`src/rtl/popcount24_pkg.sv`:
```
// Shared constants, state encoding and count saturation for the popcount24 unary transmitter.
package popcount24_pkg;

  localparam int N_BITS = 24;
  localparam int CNT_W  = $clog2(N_BITS + 1);

  localparam logic [CNT_W-1:0] MAX_COUNT = CNT_W'(N_BITS);
  localparam logic [CNT_W-1:0] LAST_IDX  = CNT_W'(N_BITS - 1);

  typedef enum logic {
    IDLE,
    SEND
  } state_t;

  // Counts above the pattern length clamp to an all-ones frame.
  function automatic logic [CNT_W-1:0] sat_count(input logic [CNT_W-1:0] c);
    return (c > MAX_COUNT) ? MAX_COUNT : c;
  endfunction

endpackage

```
`src/rtl/popcount24_unary_gen.sv`:
```
// One step of unary pattern generation: thermometer by default, Bresenham spread when
// POPCOUNT24_SPREAD_EN is defined (pos is then the accumulator instead of the beat index).
module popcount24_unary_gen
  import popcount24_pkg::*;
(
  input  logic [CNT_W-1:0] n,
  input  logic [CNT_W-1:0] pos,
  output logic             gen_bit,
  output logic [CNT_W-1:0] pos_next
);

`ifdef POPCOUNT24_SPREAD_EN
  logic [CNT_W:0] sum;

  // A one is emitted each time the running total of n wraps past the frame length.
  always_comb begin
    sum      = {1'b0, pos} + {1'b0, n};
    gen_bit  = (sum >= (CNT_W+1)'(N_BITS));
    pos_next = gen_bit ? CNT_W'(sum - (CNT_W+1)'(N_BITS)) : sum[CNT_W-1:0];
  end
`else
  assign gen_bit  = (pos < n);
  assign pos_next = pos + 1'b1;
`endif

endmodule

```
`src/rtl/popcount24_unary_tx.sv`:
```
// Regenerates a 24-beat unary stream (and parallel word) from a popcount value.
// Optional macro POPCOUNT24_SPREAD_EN selects evenly spread ones instead of a thermometer.
module popcount24_unary_tx
  import popcount24_pkg::*;
(
  input  logic              clk,
  input  logic              rst,
  input  logic              in_valid,
  output logic              in_ready,
  input  logic [CNT_W-1:0]  in_count,
  output logic              out_valid,
  input  logic              out_ready,
  output logic              out_bit,
  output logic              out_first,
  output logic              out_last,
  output logic [N_BITS-1:0] out_word,
  output logic              sat_flag
);

  state_t            state, state_next;
  logic [CNT_W-1:0]  n_q, idx, idx_inc, n_in;
  logic [N_BITS-1:0] word_gen;
  logic [CNT_W-1:0]  chain [N_BITS+1];
  logic              accept, beat_xfer, next_bit;

  assign n_in      = sat_count(in_count);
  assign idx_inc   = idx + 1'b1;
  assign out_valid = (state == SEND);
  assign beat_xfer = out_valid & out_ready;
  assign in_ready  = (state == IDLE) | (beat_xfer & out_last);
  assign accept    = in_valid & in_ready;

  // The whole frame is unrolled once at accept so out_word is ready with beat 0.
  assign chain[0] = '0;
  for (genvar i = 0; i < N_BITS; i++) begin : g_word
    popcount24_unary_gen u_gen (
      .n        (n_in),
      .pos      (chain[i]),
      .gen_bit  (word_gen[i]),
      .pos_next (chain[i+1])
    );
  end

`ifdef POPCOUNT24_SPREAD_EN
  logic [CNT_W-1:0] acc, acc_step;
  logic             spread_bit;

  // acc holds the accumulator after the beat currently on the output.
  popcount24_unary_gen u_serial (
    .n        (n_q),
    .pos      (acc),
    .gen_bit  (spread_bit),
    .pos_next (acc_step)
  );
  assign next_bit = spread_bit;

  always_ff @(posedge clk or posedge rst) begin
    if (rst) begin
      acc <= '0;
    end else if (accept) begin
      acc <= chain[1];
    end else if (beat_xfer && !out_last) begin
      acc <= acc_step;
    end
  end
`else
  assign next_bit = (idx_inc < n_q);
`endif

  always_ff @(posedge clk or posedge rst) begin
    if (rst) state <= IDLE;
    else     state <= state_next;
  end

  always_comb begin
    state_next = state;
    case (state)
      IDLE: if (accept) state_next = SEND;
      SEND: if (beat_xfer && out_last) state_next = accept ? SEND : IDLE;
      default: state_next = IDLE;
    endcase
  end

  // A stalled beat holds everything; a new accept takes priority over frame end.
  always_ff @(posedge clk or posedge rst) begin
    if (rst) begin
      n_q       <= '0;
      idx       <= '0;
      out_bit   <= 1'b0;
      out_first <= 1'b0;
      out_last  <= 1'b0;
      out_word  <= '0;
      sat_flag  <= 1'b0;
    end else if (accept) begin
      n_q       <= n_in;
      idx       <= '0;
      out_bit   <= word_gen[0];
      out_first <= 1'b1;
      out_last  <= 1'b0;
      out_word  <= word_gen;
      sat_flag  <= (in_count > MAX_COUNT);
    end else if (beat_xfer) begin
      if (out_last) begin
        idx       <= '0;
        out_bit   <= 1'b0;
        out_first <= 1'b0;
        out_last  <= 1'b0;
      end else begin
        idx       <= idx_inc;
        out_bit   <= next_bit;
        out_first <= 1'b0;
        out_last  <= (idx_inc == LAST_IDX);
      end
    end
  end

endmodule

```
`config.mk`:
```
export PLATFORM = sky130hd
export DESIGN_NAME = popcount24_unary_tx
export DESIGN_NICKNAME = d
export VERILOG_FILES = /design/src/rtl/popcount24_pkg.sv /design/src/rtl/popcount24_unary_gen.sv /design/src/rtl/popcount24_unary_tx.sv
export SDC_FILE = /design/constraint.sdc
export NUM_CORES = 1
export LEC_CHECK = 0
export BUFFER_PORTS_ARGS = -buffer_cell sky130_fd_sc_hd__buf_2
export CORE_MARGIN = 2
export CORE_UTILIZATION = 49
export CTS_CLUSTER_SIZE = 40
export DETAILED_ROUTE_END_ITERATION = 8
export PLACE_DENSITY = 0.84
export RECOVER_POWER = 100
export SLEW_MARGIN = 20
export SYNTH_ARGS = -nofsm -noshare
export SYNTH_HDL_FRONTEND = slang
export SYNTH_SLANG_ARGS = --single-unit
```
`constraint.sdc`:
```
create_clock -name clk -period 1.9 [get_ports clk]
set_clock_uncertainty 0.2 [all_clocks]
set_input_delay 0.19 -clock clk [delete_from_list [all_inputs] [get_ports clk]]
set_output_delay 0.19 -clock clk [all_outputs]
set_load 0.02 [all_outputs]
```
==> out/results.ini <==
[die]
coreArea_mm2 = 0.003744
initial_utilization = 0.5241
fp.dieW_um = 67.28
rows = 22
dieArea_mm2 = 0.004526
dieHeight_um = 67.28
io_pins = 39

[synthesis]
ys_seq_elements = 38
yosysTopAreaCellShare = 0.4847
syn_avg_cell_area_um2 = 10.22
syn-cell-area_mm2 = 0.001962
synth-edff-count = 0
synth_warnings = 0
synth_cells = 192
synth_flop_cell = dfrtp_1
synth_most_common_cell = dfrtp_1
syn_nets = 207
synth.area.top_cells = dfrtp_1 48%, o21ai_0 7.9%, o21ai_2 4.5%
netlist_top_cells_count = 38 x dfrtp_1, 31 x o21ai_0, 15 x nand2_1
async_flop_share = 1.000
ys_types = 45
seq_area_frac_synth = 0.4847
synth_top_cell_by_area = dfrtp_1

[timing]
rsz0062_at_grt = true
worst_slack_ns = -0.1501
period_share = 1.079
hold_violations = 0
slew_headroom = 0.3795
drv_slew = 0
fin_setup_tns_ns = -0.3926
setup_viol = 4
worst_pin_slew_ns = 0.9308
layout_min_cycle_time_ns = 2.050
fmax_ghz = 0.4878

[clock_tree]
path_clk_slew_ns = 0.08
clk_path_buf_depth = 2
cts_buffers = 5
clk_latency_ns = 0.30
clock-sinks = 38
clock-root-buffer = clkbuf_8
cts_setup_buffers = 0
cts_tree = built
h-tree-depth = 2

[placed_design]
dp_cells = 273
postPlaceCellArea_mm2 = 0.002212
io_buffers = 38
gp_congestion = 0.7732
dp_hpwl_um = 2909

[run_status]
failed_checks = negative setup slack
status = finished with violations

[power_and_ir_drop]
pwr-share-clk = 0.274
pwr-share-comb = 0.317
peakVddDrop_mv = 0.5863
pwr_density_cell_mw_per_mm2 = 1089
p_int_w = 0.001662
power.leakage_nw = 1.028
total_power_w = 0.002489
sequentialPowerShare = 0.408
sw_frac_of_total = 0.3323
p_switching_w = 0.0008272

[critical_path]
critPathKind = reg -> reg
r2r_setup_slack_ns = -0.15
startpoint = idx[0]
crit_fanout = 4
critPathRequiredTime_ns = 1.88
worstPathArrival_ns = 2.03
r2r_end = out_bit
worst_r2r_startpoint = idx[0]
cp-start-kind = flip-flop
reg2regPathDepth = 8
end_kind = flip-flop

[route]
drtIter0Drc = 73
met1_length_um = 1967
drc = 0
routed-wl-met3_um = 206
dr.pass1.iters = 4
routed_via_density = 5.752
num_vias = 1622
drtAntennaViolNets = 0
highest_layer = met4
finalWirelength_um = 4488
wl_per_cell_um = 15.91
met2_length_um = 2203

[global_route]
antenna_found_initial = 0
grt_overflow = 0
grt_max_degree = 39
first_global_vias = 1552
grt_usage = 0.2188
grt_pass1_wl_um = 7424

[worst_hold_path]
min_from = in_valid
whs_path_depth = 2
hold_path_end = out_word[6]
hp-class = in -> reg

[finish]
nets = 248
diodes = 0
final_cells = 282
drive_above_1_share = 0.1838
fin_area_mm2 = 0.002286
area_growth_pct = 16.52

[job]
maxCapViolCount = 0

how the worst max path moves through the flow:
| stage | endpoint | slack [ns] | depth (start not counted) |
|---|---|---|---|
| final | out_bit | -0.15 | 8 |
| after global routing | out_bit | -0.28 | 8 |
| after global placement | out_bit | -0.12 | 7 |
| after floorplan | out_bit | -0.19 | 7 |
| after CTS | out_bit | -0.16 | 7 |
| after detailed placement | out_bit | -0.24 | 7 |
routing by layer:
layer,global-route usage,up-vias
met5,0,-
met4,0.1097,0
met3,0.04500,13
met2,0.3490,49
met1,0.2821,793
li1,-,767
layout make-up:
cell class	count	area (um^2)
fillers	353	1458
flip-flops and latches	38	950.9
multi-input cells	127	885.9
repair buffers	49	236.5
clock buffers	7	76.32
well taps	48	60.06
inverters	12	46.29
clock inverters	1	30.03
cell usage in the layout (no fill, tap or decap), types with 3 or more instances in the layout:
cell type and count:
buf_2 9, mux2_4 3, inv_1 9, a21o_1 3
nand3_1 3, clkbuf_1 32, a41oi_1 3, a31oi_1 3
a21oi_1 4, ha_4 3, o21ai_0 32, dfrtp_1 38
clkbuf_8 5, o31ai_1 3, buf_4 6, o21ai_1 17
a211oi_1 3, ha_1 3, nand2_1 15
flip-flops by register name (all words and copies together), names as in the netlist:
register,cells
idx,5
n_q,4
out_bit,1
out_first,1
out_last,1
out_valid,1
out_word,24
sat_flag,1
power groups by stage:
stage                     combinational (W)  clock [W]  sequential (W)
after detailed placement           0.000801          0         0.00102
after global placement             0.000761          0         0.00102
after global routing               0.000879   0.000718         0.00103
after CTS                          0.000834   0.000682         0.00101
after floorplan                    0.000413          0         0.00112
final                              0.000790   0.000683         0.00102
worst max-delay path: stages, from the launching register on:
cell and delay (ns):
dfrtp_1 0.42, ha_4 0.18, nand3_1 0.12, xor2_2 0.20, inv_2 0.06, ha_4 0.27, o211a_1 0.13, o31ai_1 0.06
a221o_1 0.28
cell families (layout without fill, tap and decap cells):
logic type | Yosys count | count (layout) | synth area share
DFF | 38 | 38 | 0.4847
muxes | 4 | 4 | 0.02806
adders and majority gates | 6 | 6 | 0.03826
AOI/OAI and AO/OA | 84 | 84 | 0.2832
buffers and inverters | 27 | 69 | 0.07143
and+or+nand+nor | 31 | 31 | 0.08546
xor gates and xnor gates | 2 | 2 | 0.008930
per-stage QoR:
stage,worst slack (ns),util,hold WS (ns)
4_1_cts,-0.1592,0.6307,0.02880
3_3_place_gp,-0.1153,0.5909,0.1247
5_1_grt,-0.2825,0.6106,0.03980
6_report,-0.1501,0.6106,0.01681
2_1_floorplan,-0.1945,-,0.1260
3_5_place_dp,-0.2414,0.5909,0.1334
repair_timing:
item | CTS | global route
endpoints found under the setup margin | 1 | 1
hold endpoints to repair | 38 | 0
hold buffers | 1 | 0
pin swaps | 4 | 2
gates resized for setup | 5 | 3
Power figures use the tool's default switching activity.
